**config.mk**
```make
export PLATFORM = sky130hd
export DESIGN_NAME = stage_mem
export DESIGN_NICKNAME = d
export VERILOG_FILES = /design/src/rtl/stage_mem.sv
export SDC_FILE = /design/constraint.sdc
export NUM_CORES = 1
export LEC_CHECK = 0
export ABC_AREA = 1
export ABC_CLOCK_PERIOD_IN_PS = 9200
export CORE_MARGIN = 4
export CORE_UTILIZATION = 25
export DETAILED_ROUTE_END_ITERATION = 8
export PLACE_DENSITY = 0.61
export SLEW_MARGIN = 20
export SYNTH_ARGS = -nofsm -noshare
export SYNTH_HDL_FRONTEND = slang
export SYNTH_SLANG_ARGS = --single-unit
```
**constraint.sdc**
```tcl
create_clock -name clk -period 9.2 [get_ports clk]
set_input_delay 1.84 -clock clk [delete_from_list [all_inputs] [get_ports clk]]
set_output_delay 1.84 -clock clk [all_outputs]
set_load 0.1 [all_outputs]
```
**src/rtl/stage_mem.sv**
```systemverilog
// stage_mem: memory-access pipeline stage; drives a req/gnt/rvalid data-cache bus,
// aligns store data and strobes, extracts and extends load data, and stalls until done.
module stage_mem (
  input  logic        clk,
  input  logic        rst,
  input  logic        mem_valid,
  input  logic        mem_flush,
  input  logic        mem_advance,
  input  logic        mem_en,
  input  logic        mem_write,
  input  logic [2:0]  funct3,
  input  logic [63:0] memaddr,
  input  logic [63:0] rs2_data,
  input  logic [63:0] alu_out,
  output logic        mem_ready,
  output logic [63:0] mem_result,
  output logic        mem_misalign,
  output logic        mem_fault,
  output logic        dbus_req,
  output logic        dbus_we,
  output logic [63:0] dbus_addr,
  output logic [63:0] dbus_wdata,
  output logic [7:0]  dbus_wstrb,
  input  logic        dbus_gnt,
  input  logic        dbus_rvalid,
  input  logic [63:0] dbus_rdata,
  input  logic        dbus_err
);
  localparam logic [2:0] IDLE = 3'd0, REQ = 3'd1, RESP = 3'd2, DRAIN = 3'd3, DONE = 3'd4;
  logic [2:0]  state, nxt, f3_q;
  logic [63:0] addr_q, wdata_q, data_q, wdata, sh, ld;
  logic [7:0]  wstrb_q, mask;
  logic        we_q, err_q, start;
  always_comb begin
    mem_misalign = mem_valid & mem_en & (funct3[1:0] == 2'd1 ? memaddr[0] :
                   funct3[1:0] == 2'd2 ? |memaddr[1:0] :
                   funct3[1:0] == 2'd3 ? |memaddr[2:0] : 1'b0);
    mask  = funct3[1:0] == 2'd0 ? 8'h01 : funct3[1:0] == 2'd1 ? 8'h03 :
            funct3[1:0] == 2'd2 ? 8'h0f : 8'hff;
    wdata = funct3[1:0] == 2'd0 ? {8{rs2_data[7:0]}} : funct3[1:0] == 2'd1 ? {4{rs2_data[15:0]}} :
            funct3[1:0] == 2'd2 ? {2{rs2_data[31:0]}} : rs2_data;
    start = state == IDLE & mem_valid & mem_en & !mem_misalign & !mem_flush;
    sh    = dbus_rdata >> {addr_q[2:0], 3'b000};
    ld    = f3_q[1:0] == 2'd0 ? {{56{sh[7] & !f3_q[2]}}, sh[7:0]} :
            f3_q[1:0] == 2'd1 ? {{48{sh[15] & !f3_q[2]}}, sh[15:0]} :
            f3_q[1:0] == 2'd2 ? {{32{sh[31] & !f3_q[2]}}, sh[31:0]} : sh;
    nxt = state;
    case (state)
      IDLE:    nxt = start ? REQ : IDLE;
      // a grant coinciding with a flush still leaves a response in flight
      REQ:     nxt = dbus_gnt ? (mem_flush ? DRAIN : RESP) : (mem_flush ? IDLE : REQ);
      RESP:    nxt = mem_flush ? (dbus_rvalid ? IDLE : DRAIN) : (dbus_rvalid ? DONE : RESP);
      DRAIN:   nxt = dbus_rvalid ? IDLE : DRAIN;
      DONE:    nxt = (mem_advance | mem_flush) ? IDLE : DONE;
      default: nxt = IDLE;
    endcase
  end
  always_ff @(posedge clk or posedge rst) begin
    if (rst) begin
      state   <= IDLE;
      addr_q  <= '0;
      wdata_q <= '0;
      wstrb_q <= '0;
      f3_q    <= '0;
      we_q    <= 1'b0;
      data_q  <= '0;
      err_q   <= 1'b0;
    end else begin
      state <= nxt;
      if (start) begin
        addr_q  <= memaddr;
        wdata_q <= wdata;
        wstrb_q <= mem_write ? mask << memaddr[2:0] : 8'h00;
        f3_q    <= funct3;
        we_q    <= mem_write;
      end
      if (state == RESP & dbus_rvalid & !mem_flush) begin
        data_q <= ld;
        err_q  <= dbus_err;
      end
    end
  end
  assign dbus_req   = state == REQ;
  assign dbus_we    = we_q;
  assign dbus_addr  = {addr_q[63:3], 3'b000};
  assign dbus_wdata = wdata_q;
  assign dbus_wstrb = wstrb_q;
  assign mem_ready  = state == DONE | (state == IDLE & (!mem_valid | !mem_en | mem_misalign | mem_flush));
  assign mem_result = !mem_en ? alu_out : (state == DONE & !we_q) ? data_q : 64'd0;
  assign mem_fault  = state == DONE & err_q;
endmodule

```
Yosys cells after proc, flatten, opt, wreduce, memory -nomap -nowiden
Cells that the tools add are included.
Widths: inputs -> output; s select.

storage, ports and cells
  logic and storage cells = 73
  output and inout port bits = 205
  register bits = 208
  input port bits = 269

operators by class
  bitwise operators = 19
  shifts and indexed selects = 2
  muxes and demuxes = 24
  reductions and logical operators = 11
  equality and inequality tests = 9

operators by type and width
  operator            number
  $mux 64             8
  $shr 64x6->64       1
  $mux 8              4
  $pmux 3 s5          1
  $and 1x1->1         14
  $mux 3              3
  $shl 8x3->8         1
  $eq 2x2->1 const B  3
  $eq 3x2->1 const B  2
  $logic_not 1->1     6
  $mux 1              6
  $or 1x1->1          5
  $eq 2x1->1 const B  2
  $logic_not 2->1     2
  $mux 2              2
  $eq 3x1->1 const B  1
  $eq 3x3->1 const B  1
  $logic_not 3->1     1
  $reduce_or 3->1     1
  $reduce_or 2->1     1

Longest topological paths before layout
Gate-level depths: netlist of run 1.

  word-level depth = 10
  gate-level depth with buffers = 12
  depth with buffers taken out = 11

Least setup slack after synthesis of run 1
Ideal clock, no wire load.

  path type = input port to output port
  from = in mem_en
  to = out mem_result[14]
  stages on the path = 4
  path slack = 2817 ps
  path buffers = 2
  data arrival time = 4543 ps
  required time = 7360 ps
  cell sequence = buf_2 inv_1 clkbuf_1 o31ai_1

between the ends
  cells in the longest elaborated chain, start to end = 1

RTL lines
  element          RTL line  RTL
  start, declared  9         input logic mem_en,
  $mux 64          89        assign mem_result = !mem_en ? alu_out : (state == DONE & !we_q) ? data_q : 64'd0;
  end, declared    16        output logic [63:0] mem_result,

No other way between the ends.

Worst setup path after layout of run 1
  from = in funct3[1]
  to = out mem_ready

between the ends
  cells in the longest elaborated chain, start to end = 9
  elaborated cells on any way between the ends = 11
  classes of those cells = 3 x eq/ne; 3 x mux; 5 x bitwise

RTL lines
  element                    RTL line  RTL
  start, declared            11        input logic [2:0] funct3,
  $eq 2x2->1                 37        funct3[1:0] == 2'd3 ? |memaddr[2:0] : 1'b0);
  $mux 1                     37
  $mux 1                     36        funct3[1:0] == 2'd2 ? |memaddr[1:0] :
  $mux 1 *                   35        mem_misalign = mem_valid & mem_en & (funct3[1:0] == 2'd1 ? memaddr[0] :
  $and 1x1->1 *              35
  $or 1x1->1 * (2 in a row)  88        assign mem_ready = state == DONE | (state == IDLE & (!mem_valid | !mem_en | mem_misalign | mem_flush));
  $and 1x1->1 *              88
  $or 1x1->1 *               88
  end, declared              15        output logic mem_ready,

Every way passes the cells marked *; elsewhere a longest branch is shown, timed or not.

==> out/results.txt, run 1 <==
Initial antenna violation count = 8
Final slew viol count = 0
Pwr per Cell Area = 401.6 nW/um^2
Hpwl dp = 37,830 um
Fin Clk Skew = 0.02750 ns
Pint = 2.981 mW
Cells after Synth = 1,705
FF+latch count, synth = 208
Synthesized area = 12,030 um^2
Post-synthesis sequential area ratio = 43.27%
# placed instances = 2,630
Final hold vios = 0
Rows = 80
Residual DRC = 0
Required @ worst endpoint = 7.36 ns
Clk pwr share = 14.7%
ANT nets after route = 0
# resized after CTS = 0
Hold Buf Count CTS = 0
Most frequent cells in the layout = nand2_1, clkdlybuf4s50_1, dfrtp_1, o21ai_0, nand3_1
GP Congestion = 0.9205
Fin crit share = 68.87%
Clock Sink Count = 208
Commonest non-fill, non-tap cell in the layout = nand2_1
Status = finished, final reports clean
Post-synth cell types = 38
Die H = 227.4 um
Top FF cell, synth = dfrtp_1
Sw Share = 57.60%
Per-cell routed wire length = 19.03 um
Post-synth ARST share = 100.0%
Maximum clock path buffer count = 3
Peak Freq = 157.8 MHz
Area Growth Syn to Fin = 45.54%
Sequential share of power = 23.4%
R2R depth = 10
H-tree depth = 1
Vias per cell = 4.797
Number of fill cells in the layout = 4,975
Synthesized area per cell = 7.055 um^2
Worst skew pair latency = 0.54 ns
Worst min path class = flop to flop
Post-layout instance count excluding filler cells = 2,679
Via count = 12,851
Cell count of the worst hold path = 2
Area occupied by registers = 5205 um^2
RSZ-0062 raised after global routing = false
Crit-path max FO = 28
Largest net degree at the start of global routing = 85
CTS tree = yes
DR pass1 iterations = 5
GRT Overall Usage = 18.69%
Final setup fails = 0
Rel. slew slack = 25.67%
TNS Setup = 0 ns
Startpoint Class = input port
CTS buffer count = 26
First DRT Iteration DRCs = 1,004
First-pass GRT wire length = 75,590 um
Peak supply drop = 259.3 uV
Worst EP arrival = 4.50 ns
Slew @ Worst Pin = 1.114 ns
Post-synth EDFFs = 0
# Post-CTS Setup Buffers = 0
Fraction of layout instances using a drive strength above 1 = 3.977%
Die area = 51,690 um^2
Initial Utilization = 25.25%
IO Port Bufs = 470
CTS root buffer = clkbuf_16
Max-cap violations = 0
Worst reg-to-reg setup slack = 6.07 ns
Fin crit period = 6.336 ns
Grt total ovfl = 0
Switch Pwr = 4.049 mW
Nets@finish = 2,312
Core footprint = 47,650 um^2
Ys Warns = 0
Worst-path clk slew = 0.06 ns
Fin worst setup slack = 2.864 ns
CP Capture Type = output pin
Number of global-route vias before repair = 12,908
Die width = 227.4 um
Comb power frac = 61.9%
Place WS = 2.865 ns
Static Leak = 7.912 nW
IO Count = 474
Area occupied by multi-input gates = 5544 um^2
Worst hold slack = 0.4761 ns
WL final = 50,980 um
Worst Path Class, Setup = input port to output pin
==> power groups by stage <==
stage,logic [mW],clock network [mW],registers [mW]
after floorplan,2.37,0,2.62
after global placement,4.33,0,1.66
after detailed placement,4.35,0,1.66
after CTS,4.36,1.07,1.66
after global routing,4.60,1.10,1.70
final,4.35,1.03,1.64
==> final timing paths <==
check                           start              to
max                         funct3[1]       mem_ready
min                        addr_q[52]      addr_q[52]
max in group asynchronous         rst  dbus_wdata[23]
min reg2reg                addr_q[52]      addr_q[52]
min in group asynchronous         rst      addr_q[58]
max reg2reg                 addr_q[1]      data_q[22]
==> stage by stage <==
stage / area, um^2 / util, % / power (mW)
finish: 17510 / 36.74 / 7.031
global route: 17500 / 36.74 / 7.397
CTS: 17480 / 36.69 / 7.093
detailed placement: 16610 / 34.87 / 6.011
global placement: 16610 / 34.87 / 5.992
floorplan: 12040 / - / 4.990
==> routing by layer <==
layer	GRT usage [%]	vias to the layer above	wire length, um
met2	32.31	579	24640
li1	-	6157	-
met5	0	-	26
met4	6.032	4	1584
met3	5.738	83	5163
met1	22.28	6028	19570
==> cells in the mapped netlist (2+ instances only) <==
master      n  area share [%]
a211oi_1    7            0.44
a21oi_1    74             3.1
a221oi_1   16             1.2
a31oi_1     9            0.47
buf_1      11            0.34
buf_2      46             1.9
buf_4      70             4.4
buf_6       7            0.66
clkbuf_1   44             1.4
dfrtp_1   208              43
inv_1      69             2.2
inv_2       7            0.22
nand2_1   693              22
nand3_1    96             4.0
nand3_2     2            0.17
nand4_1     2            0.10
nor2_1     91             2.8
nor3_1     10            0.42
o211ai_1   40             2.5
o21a_1      3            0.19
o21ai_0   165             6.9
o21ai_1    17            0.71
o31ai_1     2            0.12
or2_2       2            0.10
==> area by class of cell <==
class	instances	share of cell area, %
clock buffer	39	4.517
timing repair buffer	486	27.52
sequential	208	29.73
clock inverter	8	0.4431
inverter	77	1.701
multi-input combinational	1244	31.67
antenna	2	0.02859
tap	615	4.395
==> state kept, by name (all words and copies together) (netlist names) <==
name and cells:
err_q 1, addr_q 64, state 3, dbus_wdata 64, dbus_we 1, dbus_wstrb 8
f3_q 3, data_q 64
==> kinds of logic (layout without fill, tap and decap cells) <==
logic type      after synthesis  count (layout)  share of synthesized area, %
simple gates                903             903                         29.77
buf+inv                     255             610                         11.06
flops                       208             208                         43.27
compound gates              338             338                         15.87
other cells                   1               5                       0.03117
==> critical path, stage by stage <==
cell and delay (ns):
clkdlybuf4s50_1 0.47, buf_4 0.32, inv_2 0.14, o21ai_2 0.13, nand2_1 0.17, a21oi_1 0.20
clkdlybuf4s50_1 1.21
No activity file was read; power rests on OpenSTA's default activity.
==> inputs of run 2 (changes only) <==
--- a/config.mk
+++ b/config.mk
@@ -6,7 +6,7 @@
 export NUM_CORES = 1
 export LEC_CHECK = 0
 export ABC_AREA = 1
-export ABC_CLOCK_PERIOD_IN_PS = 9200
+export ABC_CLOCK_PERIOD_IN_PS = 6000
 export CORE_MARGIN = 4
 export CORE_UTILIZATION = 25
 export DETAILED_ROUTE_END_ITERATION = 8
==> constraint.sdc (replaced) <==
create_clock -name clk -period 6 [get_ports clk]
set_input_delay 1.2 -clock clk [delete_from_list [all_inputs] [get_ports clk]]
set_output_delay 1.2 -clock clk [all_outputs]
set_load 0.1 [all_outputs]
==> run 2 against run 1 <==
- global-route usage rose by 0.30 points
- largest power group unchanged
- via count decreased by 0.55%
- power rose by 55%
- sequential power grew 51%
- clock power grew 68%
==> out/results.txt, run 2 (synthesized netlist as in run 1, its figures left out) <==
Status = finished, final reports clean
Nets@finish = 2,314
Peak supply drop = 505.2 uV
Number of global-route vias before repair = 12,914
Cell area after layout = 17,510 um^2
CTS buffer count = 27
Cell family with most CP delay = buffers and inverters
Fin crit period = 4.701 ns
Final hold vios = 0
IO Port Bufs = 470
CP Capture Type = output pin
Crit-path max FO = 64
Pint = 4.691 mW
Initial antenna violation count = 8
CP max-delay cell = clkdlybuf4s50_1
Fin worst setup slack = 1.299 ns
Clock Sink Count = 208
Worst EP arrival = 3.50 ns
Maximum clock path buffer count = 3
Residual DRC = 0
Worst Path Class, Setup = flop to output pin
Clk pwr share = 15.9%
Crit path cell chain = nor2_1 -> inv_1 -> nor2_1 -> nand2_4 -> o21ai_0 -> clkdlybuf4s50_1
Most Frequent Cell on Critical Path = nor2_1
RSZ-0062 raised after global routing = false
Worst-path clk slew = 0.06 ns
Fin crit share = 78.35%
Comb power frac = 61.3%
Area Growth Syn to Fin = 45.58%
Critical Path Max Stage Delay = 1.18 ns
Buf/Inv on CP = 2
Per-cell routed wire length = 19.22 um
GRT Overall Usage = 18.99%
Power, Total = 10.90 mW
Core footprint = 47,650 um^2
TNS Setup = 0 ns
Largest net degree at the start of global routing = 131
Static Leak = 7.989 nW
DR pass1 iterations = 5
IO Count = 474
Most frequent cells in the layout = nand2_1, clkdlybuf4s50_1, dfrtp_1, o21ai_0, nand3_1
Fin Clk Skew = 0.01146 ns
First DRT Iteration DRCs = 873
Final setup fails = 0
H-tree depth = 1
Grt total ovfl = 0
Sw Share = 56.97%
Startpoint Class = flop
Number of fill cells in the layout = 5,010
ANT nets after route = 0
GP Congestion = 0.8852
Worst min path class = flop to flop
Fraction of layout instances using a drive strength above 1 = 5.426%
Rel. slew slack = 26.97%
Rows = 80
# resized after CTS = 0
Cell Area, Placed = 16,560 um^2
Sequential share of power = 22.8%
Max-cap violations = 0
Final slew viol count = 0
Required @ worst endpoint = 4.80 ns
Die H = 227.4 um
Die area = 51,690 um^2
WL final = 51,550 um
Worst skew pair latency = 0.55 ns
Place WS = 1.175 ns
Via count = 12,780
CTS root buffer = clkbuf_16
Die width = 227.4 um
Vias per cell = 4.765
Hold Buf Count CTS = 0
Commonest non-fill, non-tap cell in the layout = nand2_1
Switch Pwr = 6.209 mW
Pwr per Cell Area = 622.4 nW/um^2
Slew @ Worst Pin = 1.094 ns
CTS tree = yes
Peak Freq = 212.7 MHz
First-pass GRT wire length = 76,330 um
Initial Utilization = 25.25%
# Post-CTS Setup Buffers = 0
Hpwl dp = 38,070 um
[run 2: changes by cell type in the layout (fill, tap and decap cells not counted), sizes merged]
cell	before	now
bufinv	1	5
clkbuf	39	37
clkinv	6	7
diode	2	3
buf	18	49
inv	76	74
clkdlybuf4s50	468	438
[run 2: area by class of cell]
| type | count | area, um^2 | share of cell area, % |
|---|---|---|---|
| Multi-Input combinational cell | 1244 | 5544 | 31.66 |
| Sequential cell | 208 | 5205 | 29.72 |
| Timing Repair Buffer | 487 | 4762 | 27.19 |
| Tap cell | 615 | 769.5 | 4.394 |
| Clock buffer | 37 | 743.2 | 4.244 |
| Inverter | 77 | 294.0 | 1.679 |
| Clock inverter | 11 | 186.4 | 1.065 |
| Antenna cell | 3 | 7.507 | 0.04287 |
[run 2: power groups by stage]
stage | sequential (mW) | clock, mW | combinational (mW)
2_1_floorplan | 4.01 | 0 | 3.64
3_3_place_gp | 2.49 | 0 | 6.66
3_5_place_dp | 2.49 | 0 | 6.69
4_1_cts | 2.49 | 1.78 | 6.71
5_1_grt | 2.57 | 1.83 | 7.06
6_report | 2.48 | 1.73 | 6.68
[run 2: per-stage QoR]
step | hold slack [ns] | std cells | utilization (%)
after global placement | 0.4609 | 2631 | 34.75
final | 0.4779 | 2682 | 36.75
after floorplan | 0.4487 | 1707 | -
after global routing | 0.5054 | 2679 | 36.74
after detailed placement | 0.4654 | 2631 | 34.75
after CTS | 0.4810 | 2679 | 36.70
[run 2: worst min-delay path: stages, from the launching register on]
cell	delay [ns]
dfrtp_1	0.34
nand2_1	0.05
nand2_1	0.05
[run 2: worst paths after layout]
kind	start	to	slack (ns)	cells after the start
setup / recovery	state[1]	mem_result[47]	1.30	6
hold / removal	addr_q[8]	addr_q[8]	0.48	2
setup reg to reg	state[2]	dbus_wdata[21]	3.04	6
hold reg to reg	addr_q[8]	addr_q[8]	0.48	2
max in group asynchronous	rst	addr_q[52]	3.60	3
min in group asynchronous	rst	addr_q[9]	1.13	2
[run 2: metal layers]
layer	wire (um)	global-route usage (%)	vias up
li1	-	-	6149
met1	20260	22.38	5992
met2	24470	32.78	527
met3	4907	6.048	102
met4	1847	6.559	10
met5	71	0	-
